<file path="config.mk">
export PLATFORM = sky130hd
export DESIGN_NAME = atari_mouse_ps2
export DESIGN_NICKNAME = d
export VERILOG_FILES = /design/src/rtl/atari_mouse_ps2.sv
export SDC_FILE = /design/constraint.sdc
export NUM_CORES = 1
export LEC_CHECK = 0
export CORE_MARGIN = 4
export CORE_UTILIZATION = 59
export CTS_CLUSTER_DIAMETER = 50
export CTS_CLUSTER_SIZE = 25
export DETAILED_ROUTE_END_ITERATION = 10
export GPL_ROUTABILITY_DRIVEN = 0
export PLACE_DENSITY_LB_ADDON = 0.05
export SLEW_MARGIN = 20
export SYNTH_ARGS = -nofsm -noshare
export SYNTH_HDL_FRONTEND = slang
export SYNTH_SLANG_ARGS = --single-unit
</file>
<file path="constraint.sdc">
create_clock -name clk -period 3.3 [get_ports clk]
set_input_delay 0.33 -clock clk [delete_from_list [all_inputs] [get_ports clk]]
set_output_delay 0.33 -clock clk [all_outputs]
set_load 0.05 [all_outputs]
</file>
<file path="src/rtl/atari_mouse_ps2.sv">
// Rebuilds 25-bit PS/2 mouse packets from Atari ST quadrature signals.
// Steps are decoded per axis, accumulated with saturation, and reported once per timer slot.
module atari_mouse_ps2 #(
   parameter int REPORT_DIV = 8192
) (
   input  logic        clk,
   input  logic        reset,
   input  logic        ce,
   input  logic [6:0]  mouse_atari,
   output logic [24:0] ps2_mouse
);

   localparam int            TW         = $clog2(REPORT_DIV);
   localparam logic [TW-1:0] TIMER_LAST = TW'(REPORT_DIV - 1);

   logic [6:0]    sync1;
   logic [6:0]    sync2;
   logic [1:0]    warm;
   logic [1:0]    prev_x;
   logic [1:0]    prev_y;
   logic [8:0]    acc_x;
   logic [8:0]    acc_y;
   logic          ovf_x;
   logic          ovf_y;
   logic [2:0]    last_btn;
   logic [TW-1:0] timer;

   logic [1:0]    step_x;
   logic [1:0]    step_y;
   logic [9:0]    sum_x;
   logic [9:0]    sum_y;
   logic          slot;
   logic          emit;
   logic [24:0]   next_packet;

   // Two's complement step: 2'b01 = +1, 2'b11 = -1, 2'b00 = none or illegal.
   function automatic logic [1:0] quad_step(input logic [1:0] prev, input logic [1:0] cur);
      logic [1:0] step;
      case ({prev, cur})
         4'b00_10, 4'b10_11, 4'b11_01, 4'b01_00: step = 2'b01;
         4'b00_01, 4'b01_11, 4'b11_10, 4'b10_00: step = 2'b11;
         default:                                step = 2'b00;
      endcase
      return step;
   endfunction

   // Result is {overflow, saturated sum}; overflow shows up as bits 9 and 8 disagreeing.
   function automatic logic [9:0] sat_add(input logic [8:0] acc, input logic [1:0] step);
      logic [9:0] sum;
      sum = {acc[8], acc} + {{8{step[1]}}, step};
      if (sum[9] != sum[8]) begin
         return sum[9] ? {1'b1, 9'h100} : {1'b1, 9'h0FF};
      end
      return {1'b0, sum[8:0]};
   endfunction

   always_comb begin
      step_x = 2'b00;
      step_y = 2'b00;
      if (warm == 2'd3) begin
         step_x = quad_step(prev_x, sync2[1:0]);
         step_y = 2'b00 - quad_step(prev_y, sync2[3:2]);
      end
   end

   assign sum_x = sat_add(acc_x, step_x);
   assign sum_y = sat_add(acc_y, step_y);
   assign slot  = (timer == TIMER_LAST);
   assign emit  = slot && ((acc_x != '0) || (acc_y != '0) || (sync2[6:4] != last_btn));

   assign next_packet = {~ps2_mouse[24], acc_y[7:0], acc_x[7:0], ovf_y, ovf_x,
                         acc_y[8], acc_x[8], 1'b1, sync2[6:4]};

   always_ff @(posedge clk) begin
      if (ce) begin
         if (reset) begin
            sync1  <= '0;
            sync2  <= '0;
            prev_x <= '0;
            prev_y <= '0;
            warm   <= '0;
            timer  <= '0;
         end else begin
            sync1  <= mouse_atari;
            sync2  <= sync1;
            prev_x <= sync2[1:0];
            prev_y <= sync2[3:2];
            if (warm != 2'd3) begin
               warm <= warm + 2'd1;
            end
            timer <= slot ? '0 : timer + TW'(1);
         end
      end
   end

   // At an emitting slot the accumulators restart from this cycle's step so no motion is dropped.
   always_ff @(posedge clk) begin
      if (ce) begin
         if (reset) begin
            acc_x     <= '0;
            acc_y     <= '0;
            ovf_x     <= 1'b0;
            ovf_y     <= 1'b0;
            last_btn  <= '0;
            ps2_mouse <= '0;
         end else if (emit) begin
            ps2_mouse <= next_packet;
            last_btn  <= sync2[6:4];
            acc_x     <= {{7{step_x[1]}}, step_x};
            acc_y     <= {{7{step_y[1]}}, step_y};
            ovf_x     <= 1'b0;
            ovf_y     <= 1'b0;
         end else begin
            acc_x <= sum_x[8:0];
            acc_y <= sum_y[8:0];
            ovf_x <= ovf_x | sum_x[9];
            ovf_y <= ovf_y | sum_y[9];
         end
      end
   end

endmodule

</file>
==> impl_results.rst <==
.. list-table::
   :header-rows: 1

   * - Metric
     - Value
   * - Flip-flop and latch count after synthesis
     - just over 80
   * - Net Count, Synth
     - between 400 and 500
   * - Count of hold buffers inserted by post-cts repair
     - 0
   * - Path depth of the worst reg2reg path
     - 11
   * - Std cell rows
     - 31
   * - Std-Cell Core Area
     - between 0.007 and 0.008 mm^2
   * - Clock latency on the worst-skew pair
     - roughly 360 ps
   * - DRT Pass-1 Iters
     - 4
   * - Leading cell type in the layout, fill and taps excluded
     - edfxtp_1
   * - Worst Max-Slew Pin Slew
     - approximately 550 ps
   * - Seq. cell area
     - between 0.002 and 0.0025 mm^2
   * - Status
     - finished, final reports clean
   * - Final cycle utilization of the critical path
     - 93.6%
   * - Diodes inserted
     - 0
   * - Residual antenna-violating net count after detailed routing
     - 0
   * - Horizontal die dimension
     - between 90 and 100 um
   * - Final number of setup-violating endpoints
     - 0
   * - Ports placed on the boundary
     - 35
   * - Remaining Overflow, GRT
     - 0
   * - Pin count of the biggest net entering global routing
     - slightly above 40
   * - Area of the multi-input gates
     - 0.00206 mm^2
   * - Worst Path Class, Setup
     - reg -> reg
   * - TritonCTS buffer count
     - 9
   * - H-tree depth reported by CTS
     - 3
   * - Number of distinct library cells after synthesis
     - 57
   * - Via count of the first global-routing pass
     - around 3,000
   * - Fraction of final layout cells with drive strength greater than 1
     - between 8 and 9%
   * - Worst slew margin relative to its limit
     - a little over three fifths
   * - Average size of a mapped cell
     - around 12 um^2
   * - Worst IR Drop VDD
     - ~0.00033 V
   * - Fmax
     - about 0.32 GHz
   * - Maximum net fanout on the critical path
     - 7
   * - Initial DRC count
     - approximately 140
   * - Post-synth top flop
     - edfxtp_1
   * - Highest-count cells in the layout ignoring fill and taps
     - edfxtp_1, nor2b_1, clkdlybuf4s50_1
   * - Clock Skew
     - between 10 and 15 ps
   * - Die Y
     - around 96 um
   * - Leakage power
     - roughly 2.0 nW
   * - Global-route wire length before repair
     - about 14,000 um
   * - Area growth from synthesis to final layout
     - 14.4%
   * - WP data arrival
     - about 3200 ps
   * - Clk sink count
     - 82
   * - Number of maximum-capacitance constraint violations
     - 0
   * - Via count
     - slightly above 3,000
   * - Max-slew violations
     - 0
   * - Syn. warnings
     - 0
   * - Ys async rst share
     - 0%
   * - TritonCTS clock tree
     - done
   * - Count of mapped cells out of synthesis
     - 395
   * - Layout Utilization
     - about 71%
   * - WL final
     - approximately 8600 um
   * - Crit. End Element
     - register
   * - Type of origin of the critical path
     - register
   * - Number of synthesized flops with an enable pin
     - 78
   * - WHS Path Cells
     - 2
   * - Detailed-placement wirelength estimate
     - 5950 um
   * - Number of setup buffers added after CTS
     - 0
   * - Crit path required time
     - roughly 3400 ps
   * - Clock transition time at the flip-flop clock pins of the worst setup and hold paths
     - around 80 ps
   * - Post-Route Hold Slack
     - roughly 400 ps
   * - Hold WC Path Type
     - in -> reg
   * - Global-route usage over all layers
     - around a fifth
   * - Proportion of synthesized chip area in sequential cells
     - around 53%
   * - Routed length per instance
     - 16.0 um
   * - Via/cell ratio
     - around 5.7
   * - Total power density per cell area
     - around 500 mW/mm^2
   * - Finished layout cell area
     - 0.00525 mm^2
   * - Number of antenna violations at the first check in global routing
     - 0
   * - Area of the die
     - approximately 0.0093 mm^2
   * - CTS root buffer
     - clkbuf_8
   * - Final min period
     - about 3000 ps
   * - Post-synthesis cell area
     - about 0.0046 mm^2
   * - Power Total
     - between 0.002 and 0.003 W
   * - Post-DP Area
     - 0.00504 mm^2
   * - Filler Cells Inserted
     - 544
   * - Effective utilization at floorplan
     - 61.9%
   * - Resized Gates After CTS
     - 0
   * - Net total in the final layout
     - roughly 470
   * - Final Hold Viols
     - 0
   * - Drt drc
     - 0
   * - Buffer levels on the longest clock path
     - 2
   * - PortBufs
     - 34
[power breakdown]
group | switching [W] | leakage [nW] | internal [W] | total, W
combinational | 0.000351 | 1.13 | 0.000254 | 0.000605
clock | 0.000356 | 0.0893 | 0.000348 | 0.000703
sequential | 0.0000555 | 0.811 | 0.00125 | 0.00131
total | 0.000762 | 2.03 | 0.00186 | 0.00262
[state kept, by name (all words and copies together), names as in the netlist, named ones only]
signal and count:
prev_x 2, acc_x 9, acc_y 9, ovf_y 1, prev_y 2, sync1 7, ovf_x 1, warm 2
timer 13, ps2_mouse 25, sync2 7
[layer usage]
layer / track usage, % / part of all wire (%) / vias up
li1: - / - / 1521
met1: 26.0 / 44 / 1477
met2: 33.7 / 49 / 82
met3: 3.36 / 5.8 / 13
met4: 9.12 / 1.9 / 0
met5: 0 / 0 / -
[cells by family after synthesis]
| group | synth area share, % |
|---|---|
| AO/OA/AOI/OAI | 11.4 |
| XOR/XNOR | 4.96 |
| adder cells (fa/ha/maj) | 8.51 |
| buffers and inverters | 2.78 |
| flip-flops | 52.8 |
| multiplexers | 2.89 |
| AND/OR/NAND/NOR | 16.7 |
[worst paths after layout]
check	slack [ps]	to	start
hold / removal	400	ps2_mouse[17]	reset
setup reg to reg	210	acc_x[0]	warm[0]
hold reg to reg	540	sync2[5]	sync1[5]
setup / recovery	210	acc_x[0]	warm[0]
[stage by stage]
stage,TNS (ps),setup slack (ps),instances
after floorplan,0,401,395
after global placement,0,207,522
after detailed placement,0,179,522
after CTS,0,145,538
after global routing,-81.6,-44.4,538
final,0,210,538
[area by class of cell]
cell class / instances / share of cell area, %
clock inverters: 5 / 1.05
well taps: 99 / 2.36
multi-input cells: 283 / 39.3
flip-flops and latches: 82 / 46.2
inverters: 19 / 1.36
repair buffers: 39 / 7.25
clock buffers: 11 / 2.50
[cell usage after synthesis (5+ instances only)]
master | count | area, um^2
edfxtp_1 | 78 | 2340
nor2b_1 | 47 | 294
nor2_1 | 31 | 116
ha_1 | 28 | 350
a21oi_1 | 25 | 125
inv_1 | 18 | 67.6
xnor2_1 | 18 | 158
nand2_1 | 16 | 60.1
mux2i_1 | 11 | 110
nand3_1 | 11 | 55.1
o21ai_0 | 8 | 40.0
xor2_1 | 8 | 70.1
clkbuf_1 | 6 | 22.5
nand4_1 | 6 | 37.5
a211oi_1 | 5 | 37.5
nand2b_1 | 5 | 31.3
[critical path: stages, from the launching register on]
cell,delay (ps)
edfxtp_1,370
ha_1,230
and2_1,180
ha_1,170
inv_1,50
fa_1,380
nand2b_1,200
a21oi_2,240
o221ai_2,220
or3_1,450
o211a_1,140
o31a_1,230
Power figures use the tool's default switching activity.
